`config.mk`:
```
export PLATFORM = sky130hd
export DESIGN_NAME = bram_reader
export DESIGN_NICKNAME = d
export VERILOG_FILES = /design/src/rtl/bram_pkg.sv /design/src/rtl/bram_skid_fifo.sv /design/src/rtl/bram_reader.sv
export SDC_FILE = /design/constraint.sdc
export NUM_CORES = 1
export LEC_CHECK = 0
export CAP_MARGIN = 10
export CORE_MARGIN = 1
export CORE_UTILIZATION = 35
export DETAILED_ROUTE_END_ITERATION = 16
export GPL_ROUTABILITY_DRIVEN = 0
export PLACE_DENSITY_LB_ADDON = 0.3
export SETUP_SLACK_MARGIN = 0.05
export SKIP_CTS_REPAIR_TIMING = 1
export SLEW_MARGIN = 10
export SYNTH_ARGS = -nofsm -noshare
export SYNTH_HDL_FRONTEND = slang
export SYNTH_SLANG_ARGS = --single-unit
export TNS_END_PERCENT = 5
```
`constraint.sdc`:
```
create_clock -name clk -period 4.2 [get_ports clk]
set_input_delay 0.84 -clock clk [delete_from_list [all_inputs] [get_ports clk]]
set_output_delay 0.84 -clock clk [all_outputs]
set_load 0.02 [all_outputs]
```
`src/rtl/bram_pkg.sv`:
```
// Shared definitions for the BRAM reader: FSM state encoding and skid-buffer depth.
package bram_pkg;

    typedef enum logic [1:0] {
        IDLE  = 2'd0,
        RUN   = 2'd1,
        DRAIN = 2'd2
    } bram_state_e;

    localparam int SKID_DEPTH = 2;

endpackage

```
`src/rtl/bram_skid_fifo.sv`:
```
// Two-entry skid buffer between the BRAM read port and the output stream.
// A push while full is only accepted when the same cycle also pops.
module bram_skid_fifo
    import bram_pkg::*;
#(
    parameter int WIDTH = 8
) (
    input  logic             clk,
    input  logic             rst_n,
    input  logic             push_i,
    input  logic [WIDTH-1:0] data_i,
    input  logic             pop_i,
    output logic [WIDTH-1:0] data_o,
    output logic             full_o,
    output logic             empty_o
);
    // Pointers wrap naturally because SKID_DEPTH is a power of two.
    localparam int PTR_W = $clog2(SKID_DEPTH);
    localparam int CNT_W = $clog2(SKID_DEPTH + 1);

    logic [WIDTH-1:0] mem_q [SKID_DEPTH];
    logic [PTR_W-1:0] wrPtr_q;
    logic [PTR_W-1:0] rdPtr_q;
    logic [CNT_W-1:0] count_q;
    logic             doPush;
    logic             doPop;

    assign full_o  = (count_q == CNT_W'(SKID_DEPTH));
    assign empty_o = (count_q == '0);
    assign doPop   = pop_i && !empty_o;
    assign doPush  = push_i && (!full_o || doPop);
    assign data_o  = mem_q[rdPtr_q];

    always_ff @(posedge clk or negedge rst_n) begin
        if (!rst_n) begin
            wrPtr_q <= '0;
            rdPtr_q <= '0;
            count_q <= '0;
        end else begin
            if (doPush) wrPtr_q <= wrPtr_q + PTR_W'(1);
            if (doPop)  rdPtr_q <= rdPtr_q + PTR_W'(1);
            if (doPush && !doPop) begin
                count_q <= count_q + CNT_W'(1);
            end else if (doPop && !doPush) begin
                count_q <= count_q - CNT_W'(1);
            end
        end
    end

    always_ff @(posedge clk) begin
        if (doPush) mem_q[wrPtr_q] <= data_i;
    end

endmodule

```
`src/rtl/bram_reader.sv`:
```
// Streams len words from a single-cycle-latency BRAM starting at base, with backpressure.
// Define BRAM_READER_WRAP_EN to wrap addresses modulo DEPTH instead of rejecting overruns.
module bram_reader
    import bram_pkg::*;
#(
    parameter  int WIDTH      = 8,
    parameter  int DEPTH      = 1024,
    localparam int ADDR_WIDTH = $clog2(DEPTH)
) (
    input  logic                  clk,
    input  logic                  rst_n,
    input  logic                  start,
    input  logic [ADDR_WIDTH-1:0] base,
    input  logic [ADDR_WIDTH:0]   len,
    output logic                  busy,
    output logic                  done,
    output logic                  err,
    output logic                  bram_en,
    output logic                  bram_we,
    output logic [ADDR_WIDTH-1:0] bram_addr,
    input  logic [WIDTH-1:0]      bram_dout,
    input  logic                  bram_ready,
    output logic                  out_valid,
    input  logic                  out_ready,
    output logic [WIDTH-1:0]      out_data,
    output logic                  out_last
);
    bram_state_e           state_q, state_d;
    logic [ADDR_WIDTH-1:0] base_q;
    logic [ADDR_WIDTH:0]   len_q;
    logic [ADDR_WIDTH:0]   issued_q;
    logic [ADDR_WIDTH:0]   popped_q;
    logic [1:0]            inFlight_q;
    logic                  armed_q;
    logic                  done_q, done_d;
    logic                  err_q, err_d;

    logic                  issue;
    logic                  accept;
    logic                  push;
    logic                  pop;
    logic                  retire;
    logic                  credit;
    logic                  reject;
    logic                  zeroLen;
    logic                  lastIssue;
    logic                  lastWord;
    logic [ADDR_WIDTH:0]   lenM1;
    logic [1:0]            occupancy;
    logic                  fifoFull;
    logic                  fifoEmpty;

    assign zeroLen   = (len == '0);
    assign lenM1     = len_q - (ADDR_WIDTH+1)'(1);
    assign lastIssue = (issued_q == lenM1);
    assign lastWord  = (popped_q == lenM1);

    // armed_q is low for the first cycle after reset so a stale BRAM response is dropped.
    assign push      = bram_ready && armed_q;
    assign pop       = !fifoEmpty && out_ready;
    assign retire    = push && (inFlight_q != 2'd0);
    assign occupancy = {fifoFull, !fifoFull && !fifoEmpty};
    assign credit    = (3'(occupancy) + 3'(inFlight_q)) < (3'(SKID_DEPTH) + 3'(pop));

`ifdef BRAM_READER_WRAP_EN
    logic [ADDR_WIDTH:0] addrSum;

    assign reject    = 1'b0;
    assign addrSum   = {1'b0, base_q} + issued_q;
    assign bram_addr = (addrSum >= (ADDR_WIDTH+1)'(DEPTH))
                     ? ADDR_WIDTH'(addrSum - (ADDR_WIDTH+1)'(DEPTH))
                     : addrSum[ADDR_WIDTH-1:0];
`else
    logic [ADDR_WIDTH+1:0] endAddr;

    assign endAddr   = (ADDR_WIDTH+2)'(base) + (ADDR_WIDTH+2)'(len);
    assign reject    = (endAddr > (ADDR_WIDTH+2)'(DEPTH));
    assign bram_addr = base_q + issued_q[ADDR_WIDTH-1:0];
`endif

    always_ff @(posedge clk or negedge rst_n) begin
        if (!rst_n) begin
            state_q <= IDLE;
        end else begin
            state_q <= state_d;
        end
    end

    always_comb begin
        state_d = state_q;
        case (state_q)
            IDLE:    if (start && !zeroLen && !reject) state_d = RUN;
            RUN:     if (issue && lastIssue)           state_d = DRAIN;
            DRAIN:   if (pop && lastWord)              state_d = IDLE;
            default:                                   state_d = IDLE;
        endcase
    end

    always_comb begin
        issue  = 1'b0;
        accept = 1'b0;
        done_d = 1'b0;
        err_d  = 1'b0;
        case (state_q)
            IDLE: begin
                if (start) begin
                    if (zeroLen)     done_d = 1'b1;
                    else if (reject) err_d  = 1'b1;
                    else             accept = 1'b1;
                end
            end
            RUN:     issue  = credit;
            DRAIN:   done_d = pop && lastWord;
            default: ;
        endcase
    end

    always_ff @(posedge clk or negedge rst_n) begin
        if (!rst_n) begin
            base_q     <= '0;
            len_q      <= '0;
            issued_q   <= '0;
            popped_q   <= '0;
            inFlight_q <= '0;
            armed_q    <= 1'b0;
            done_q     <= 1'b0;
            err_q      <= 1'b0;
        end else begin
            armed_q <= 1'b1;
            done_q  <= done_d;
            err_q   <= err_d;
            if (accept) begin
                base_q   <= base;
                len_q    <= len;
                issued_q <= '0;
                popped_q <= '0;
            end else begin
                if (issue) issued_q <= issued_q + (ADDR_WIDTH+1)'(1);
                if (pop)   popped_q <= popped_q + (ADDR_WIDTH+1)'(1);
            end
            case ({issue, retire})
                2'b10:   inFlight_q <= inFlight_q + 2'd1;
                2'b01:   inFlight_q <= inFlight_q - 2'd1;
                default: inFlight_q <= inFlight_q;
            endcase
        end
    end

    bram_skid_fifo #(
        .WIDTH (WIDTH)
    ) uSkid (
        .clk     (clk),
        .rst_n   (rst_n),
        .push_i  (push),
        .data_i  (bram_dout),
        .pop_i   (pop),
        .data_o  (out_data),
        .full_o  (fifoFull),
        .empty_o (fifoEmpty)
    );

    assign busy      = (state_q != IDLE);
    assign done      = done_q;
    assign err       = err_q;
    assign bram_en   = issue;
    assign bram_we   = 1'b0;
    assign out_valid = !fifoEmpty;
    assign out_last  = out_valid && lastWord;

endmodule

```
Yosys cells after proc, flatten, opt, wreduce, memory -nomap -nowiden
Memory sizes are Yosys's and may differ from the RTL's.
Cells that the tools add are included.
{"block": "totals", "ramBits": 16, "ff_bits": 54, "mem_count": 1, "inputBits": 34}
{"name": "uSkid.mem_q", "depth": 2, "width": 8, "read_ports": 1, "rd_clocked_by_memory_dff": 0, "wr": 1, "line": "bram_skid_fifo.sv:21", "rtl": "logic [WIDTH-1:0] mem_q [SKID_DEPTH];"}
{"block": "classes", "addsub": 13, "n_eq_ne": 10, "order_cmp": 2, "muxes": 25, "reduce_logical": 30}
{"op": "11-bit two-way mux", "count": 4}
{"op": "11-bit by 1-bit adder with 11-bit output (second input constant)", "count": 2}
{"op": "11-bit == test", "count": 2}
{"op": "1-bit logical AND", "count": 13}
{"op": "1-bit two-way mux", "count": 13}
{"op": "10-bit by 11-bit adder with 12-bit output", "count": 1}
{"op": "12-bit by 11-bit > comparator with 1-bit output (second input constant)", "count": 1}
{"op": "2-bit nonzero test", "count": 6}
{"op": "11-bit zero test", "count": 1}
{"op": "11-bit by 1-bit subtractor with 11-bit output (second input constant)", "count": 1}
{"op": "10-bit adder", "count": 1}
{"op": "2-bit two-way mux", "count": 5}
{"op": "2-bit == test (second input constant)", "count": 3}
{"op": "1-bit zero test", "count": 6}
{"op": "2-bit inequality test (second input constant)", "count": 3}
{"op": "2-bit one-hot mux with 3 select lines", "count": 1}
{"op": "2-bit by 1-bit adder with 2-bit output (second input constant)", "count": 2}
{"op": "2-bit by 1-bit == test with 1-bit output (second input constant)", "count": 2}
{"op": "2-bit zero test", "count": 2}
{"op": "2-bit one-hot mux with 2 select lines", "count": 1}
{"op": "2-bit by 1-bit subtractor with 2-bit output (second input constant)", "count": 2}
{"op": "2-bit by 1-bit adder with 3-bit output (first input constant)", "count": 1}
{"op": "2-bit by 2-bit adder with 3-bit output", "count": 1}
{"op": "3-bit < comparator", "count": 1}
{"op": "4 further kinds", "count": 5}

Depth between registers and ports, before layout
{"block": "logic_depth", "depth_word": 10, "ltp_mapped": 12}

Hierarchy
Synthesis repeated with hierarchy kept, for this count alone.
{"block": "hier_totals", "cells_unflattened": 404, "area_unflattened_um2": 4357.9}
{"module": "bram_reader", "cells_per_inst": 359, "area_each_um2": 3564.7, "seq_area_each_um2": 1251.2, "instances": 1}
{"module": "bram_skid_fifo", "cells_per_inst": 45, "area_each_um2": 793.3, "seq_area_each_um2": 580.6, "instances": 1}

Worst setup path after synthesis
Ideal clock, no wire load.
{"block": "synth_timing", "path_type": "input -> register", "from": "input port base[0]", "to": "register base_q[0]", "path_slack_ns": 0.604, "required_time_ns": 4.073, "arrival_time_ns": 3.469, "setup_time_ns": 0.127, "stages": 11, "cell_sequence": "ha_1 > inv_1 > fa_1 > nand2b_1 > a21oi_1 > or4b_2 > o2111ai_1 > or4_4 > a221oi_4 > buf_6 > mux2_1"}
{"block": "synth_via", "elab_chain_len": 6}
{"item": "from (decl)", "line": "bram_reader.sv:13", "rtl": "input logic [ADDR_WIDTH-1:0] base,"}
{"item": "10-bit by 11-bit adder with 12-bit output", "line": "bram_reader.sv:76", "rtl": "assign endAddr = (ADDR_WIDTH+2)'(base) + (ADDR_WIDTH+2)'(len);"}
{"item": "12-bit by 11-bit > comparator with 1-bit output", "line": "bram_reader.sv:77", "rtl": "assign reject = (endAddr > (ADDR_WIDTH+2)'(DEPTH));"}
{"item": "1-bit two-way mux", "line": "bram_reader.sv:108", "rtl": "else if (reject) err_d = 1'b1;"}
{"item": "1-bit two-way mux", "line": "bram_reader.sv:107", "rtl": "if (zeroLen) done_d = 1'b1;"}
{"item": "1-bit two-way mux", "line": "bram_reader.sv:106", "rtl": "if (start) begin"}
{"item": "1-bit two-way mux", "line": "bram_reader.sv:104", "rtl": "case (state_q)"}
{"item": "to (signal assigned)", "line": "bram_reader.sv:133", "rtl": "base_q <= base;"}
{"item": "to (decl)", "line": "bram_reader.sv:29", "rtl": "logic [ADDR_WIDTH-1:0] base_q;"}
Parallel ways exist; a longest one is shown, timed or not.
A chain may end at the register's enable or synchronous reset.

Worst setup path after layout
{"block": "layout_timing", "from": "input port len[0]", "to": "register len_q[6]"}
{"block": "layout_via", "elab_chain_len": 6, "word_cells_on_any_way": 7, "cone_classes": "1 x add/sub; 1 x order compare; 4 x mux; 1 x reduce/logical"}
{"item": "from (decl)", "line": "bram_reader.sv:14", "rtl": "input logic [ADDR_WIDTH:0] len,"}
{"item": "10-bit by 11-bit adder with 12-bit output", "line": "bram_reader.sv:76"}
{"item": "12-bit by 11-bit > comparator with 1-bit output", "line": "bram_reader.sv:77"}
{"item": "1-bit two-way mux", "line": "bram_reader.sv:108"}
{"item": "1-bit two-way mux *", "line": "bram_reader.sv:107"}
{"item": "1-bit two-way mux *", "line": "bram_reader.sv:106"}
{"item": "1-bit two-way mux *", "line": "bram_reader.sv:104"}
{"item": "to (signal assigned)", "line": "bram_reader.sv:134", "rtl": "len_q <= len;"}
{"item": "to (decl)", "line": "bram_reader.sv:30", "rtl": "logic [ADDR_WIDTH:0] len_q;"}
Mark *: on every way between the ends. The rest lies on a longest branch, timed or not.

==> results.yml <==
status:
  status: "complete, no violations"
clock_network:
  clockBufferDepth: 2
  cts_tree: "built"
  clock_latency_ps: 340
  root_buffer: "clkbuf_16"
  htree_levels: 3
  cts.sinks: 70
  clkTransAtPathRegs_ps: 60
  cts_made_buffers: 9
pwr:
  max-vdd-ir-drop_mv: 0.402
  power_uw: 3920
  p_leak_uw: 0.00232
  cellPowerDensity_nw_per_um2: 703
global_routing:
  grt_util_all_layers_pct: 17.0
  grt_max_degree: 29
  grt_pass1_vias: 3355
  grt_pass1_wl_um: 17200
  gr-total-overflow: 0
  antenna_found_initial: 0
final_layout:
  syn_to_final_growth_pct: 24.3
  layout-drive-gt1-share_pct: 9.36
  postLayoutCellArea_um2: 5570
  final_nets: 559
  nFillCells: 1145
  insertedDiodeCount: 0
  utilization_pct: 45.4
floorplan:
  die_area_um2: 13300
  die_x_um: 115
  start_util_pct: 36.5
  core_um2: 12300
  rows: 40
  die-height_um: 115
  pin_count: 59
worst_setup_path:
  cp-start-kind: "input pin"
  worstPathArrival_ps: 4120
  path_cells: "clkdlybuf4s50_1, ha_1, inv_1, fa_1, nor2b_1, o2111ai_1, a31oi_1, a211oi_1, or4_4, a221oi_4, buf_12, mux2_2"
  critPathTopFamily: "compound AO/OA/AOI/OAI gates"
  critPathSlowestCell: "or4_4"
  end_kind: "flop"
  cp_num_buf_inv: 3
  required_ps: 4420
  critical_path_class: "input pin to flop"
  cpPeakStageDelay_ps: 550
  critPathMaxFanout: 22
worst_hold_path:
  hold_path_class: "flop to flop"
logic_synthesis:
  yosysTopAreaCell: "dfrtp_1"
  synthSimpleGateAreaFrac_pct: 16.2
  yosys_warnings: 0
  synthAdderAreaFrac_pct: 8.32
  synth_cell_types: 58
  ys_seq_area_share_pct: 40.9
  synthXorXnorAreaFrac_pct: 13.5
  synth_seq_cells: 70
  avgSynthCellArea_um2: 10.3
  synth_top_family_by_area: "simple AND/OR/NAND/NOR gates"
  synth_top_area_share_pct: 30.2
  synth.most_common_cell: "dfrtp_1"
  synthMuxAreaShare_pct: 7.68
  syn_area_um2: 4480
  synthArstFlopShare_pct: 77.1
  synth_commonest_cells: "dfrtp_1, nor2_1, xnor2_1, xor2_1, ha_1"
  synth_cells: 436
  synth-compound-area-share_pct: 9.69
  synth_top_flop_cell: "dfrtp_1"
  synth_edf_count: 16
  synthTopCellsByArea: "dfrtp_1, edfxtp_1, xnor2_1, ha_1, xor2_1"
  syn_nets: 498
place:
  dpl.hpwl_um: 7960
  placement.io_buffers: 57
  dpl_cell_area_um2: 5250
sta:
  timing.hold.ws_ps: 473
  maxSlewViolCount: 0
  setup_viol: 0
  setup_tns_ps: 0
  worst_pin_slew_ps: 584
  maxSlewHeadroom_pct: 60.1
  fmax_mhz: 256
  rsz0062_at_grt: "false"
  final-hold-violation-count: 0
  fin_skew_ps: 5.97
  period_minus_slack_ps: 3900
  final.period_utilization_pct: 92.9
detailed_routing:
  route.detailed.drc: 0
  via_per_inst: 5.14
  drt-initial-drc-count: 146
  wl_per_cell_um: 15.5
  antenna_left: 0
  firstDrtPassIters: 4
  drt_wl_total_um: 10400
  vias: 3442
run:
  cap_violations: 0
[registers in the layout, indices dropped and copies added (netlist names)]
register / cells
armed_q: 1
base_q: 10
done: 1
err: 1
inFlight_q: 2
issued_q: 11
len_q: 11
popped_q: 11
state_q: 2
uSkid.count_q: 2
uSkid.mem_q: 16
uSkid.rdPtr_q: 1
uSkid.wrPtr_q: 1
[final timing paths]
check,start,end,slack [ps],depth (start not counted)
hold / removal,state_q[0]$_DFFE_PN0P_,done$_DFF_PN0_,470,1
max in group asynchronous,rst_n,popped_q[9]$_DFFE_PN0P_,2880,2
min in group asynchronous,rst_n,base_q[0]$_DFFE_PN0P_,520,1
setup / recovery,len[0],len_q[6]$_DFFE_PN0P_,300,12
hold reg to reg,state_q[0]$_DFFE_PN0P_,done$_DFF_PN0_,470,1
setup reg to reg,uSkid.count_q[0]$_DFFE_PN0P_,state_q[0]$_DFFE_PN0P_,1390,10
[stage by stage]
step           worst slack [ps]  std cells
6_report                    296        670
5_1_grt                     160        670
4_1_cts                     236        670
3_5_place_dp               9.53        654
3_3_place_gp               54.6        654
2_1_floorplan               604        436
[kinds of logic after synthesis]
group / after synthesis
flip-flops: 70
multiplexers: 31
AO/OA/AOI/OAI: 61
adder cells (fa/ha/maj): 28
AND/OR/NAND/NOR: 143
other: 2
XOR/XNOR: 66
buffers and inverters: 35
[cells in the final DEF, fill, tap and decap left out, types with 3 or more instances in the layout]
cell type,instances
and3_1,8
o21ai_0,14
mux2_2,14
nand2b_1,7
nand2_1,18
mux2i_1,4
clkdlybuf4s50_1,56
a211oi_1,5
nor4b_1,3
nor2b_1,8
edfxtp_1,16
buf_4,8
a21o_1,3
nor3_1,13
nand3_1,18
inv_1,19
clkbuf_16,9
and2_1,3
fa_1,3
nor2_1,45
nor4_1,4
ha_1,25
a211o_1,3
dfrtp_1,54
a21oi_1,14
xnor2_1,36
nand4_1,5
mux2_1,13
xor2_1,28
[final cells by class]
class / count / area [um2] / share of cell area [%]
repair buffers: 66 / 646 / 11.6
inverters: 19 / 71.3 / 1.28
flip-flops and latches: 70 / 1830 / 32.9
clock inverters: 6 / 86.3 / 1.55
clock buffers: 10 / 229 / 4.11
multi-input cells: 331 / 2490 / 44.8
well taps: 168 / 210 / 3.77
[per-layer routing]
layer | share of wire (%) | GRT usage (%)
met2 | 48 | 27.6
met3 | 3.1 | 2.32
met5 | 0 | 0
met1 | 46 | 22.2
met4 | 2.2 | 8.31
[worst register-to-register path, delay by kind of cell, from the launching register on]
kind | cells | cell delay [ps]
flops | 1 | 420
buf+inv | 3 | 460
compound gates | 3 | 1020
simple gates | 4 | 800
[power breakdown]
part	internal, uW	total [uW]	switching (uW)
clock network	518	799	281
registers	906	1190	286
logic	978	1920	947
total	2400	3920	1510
Power figures use the tool's default switching activity.
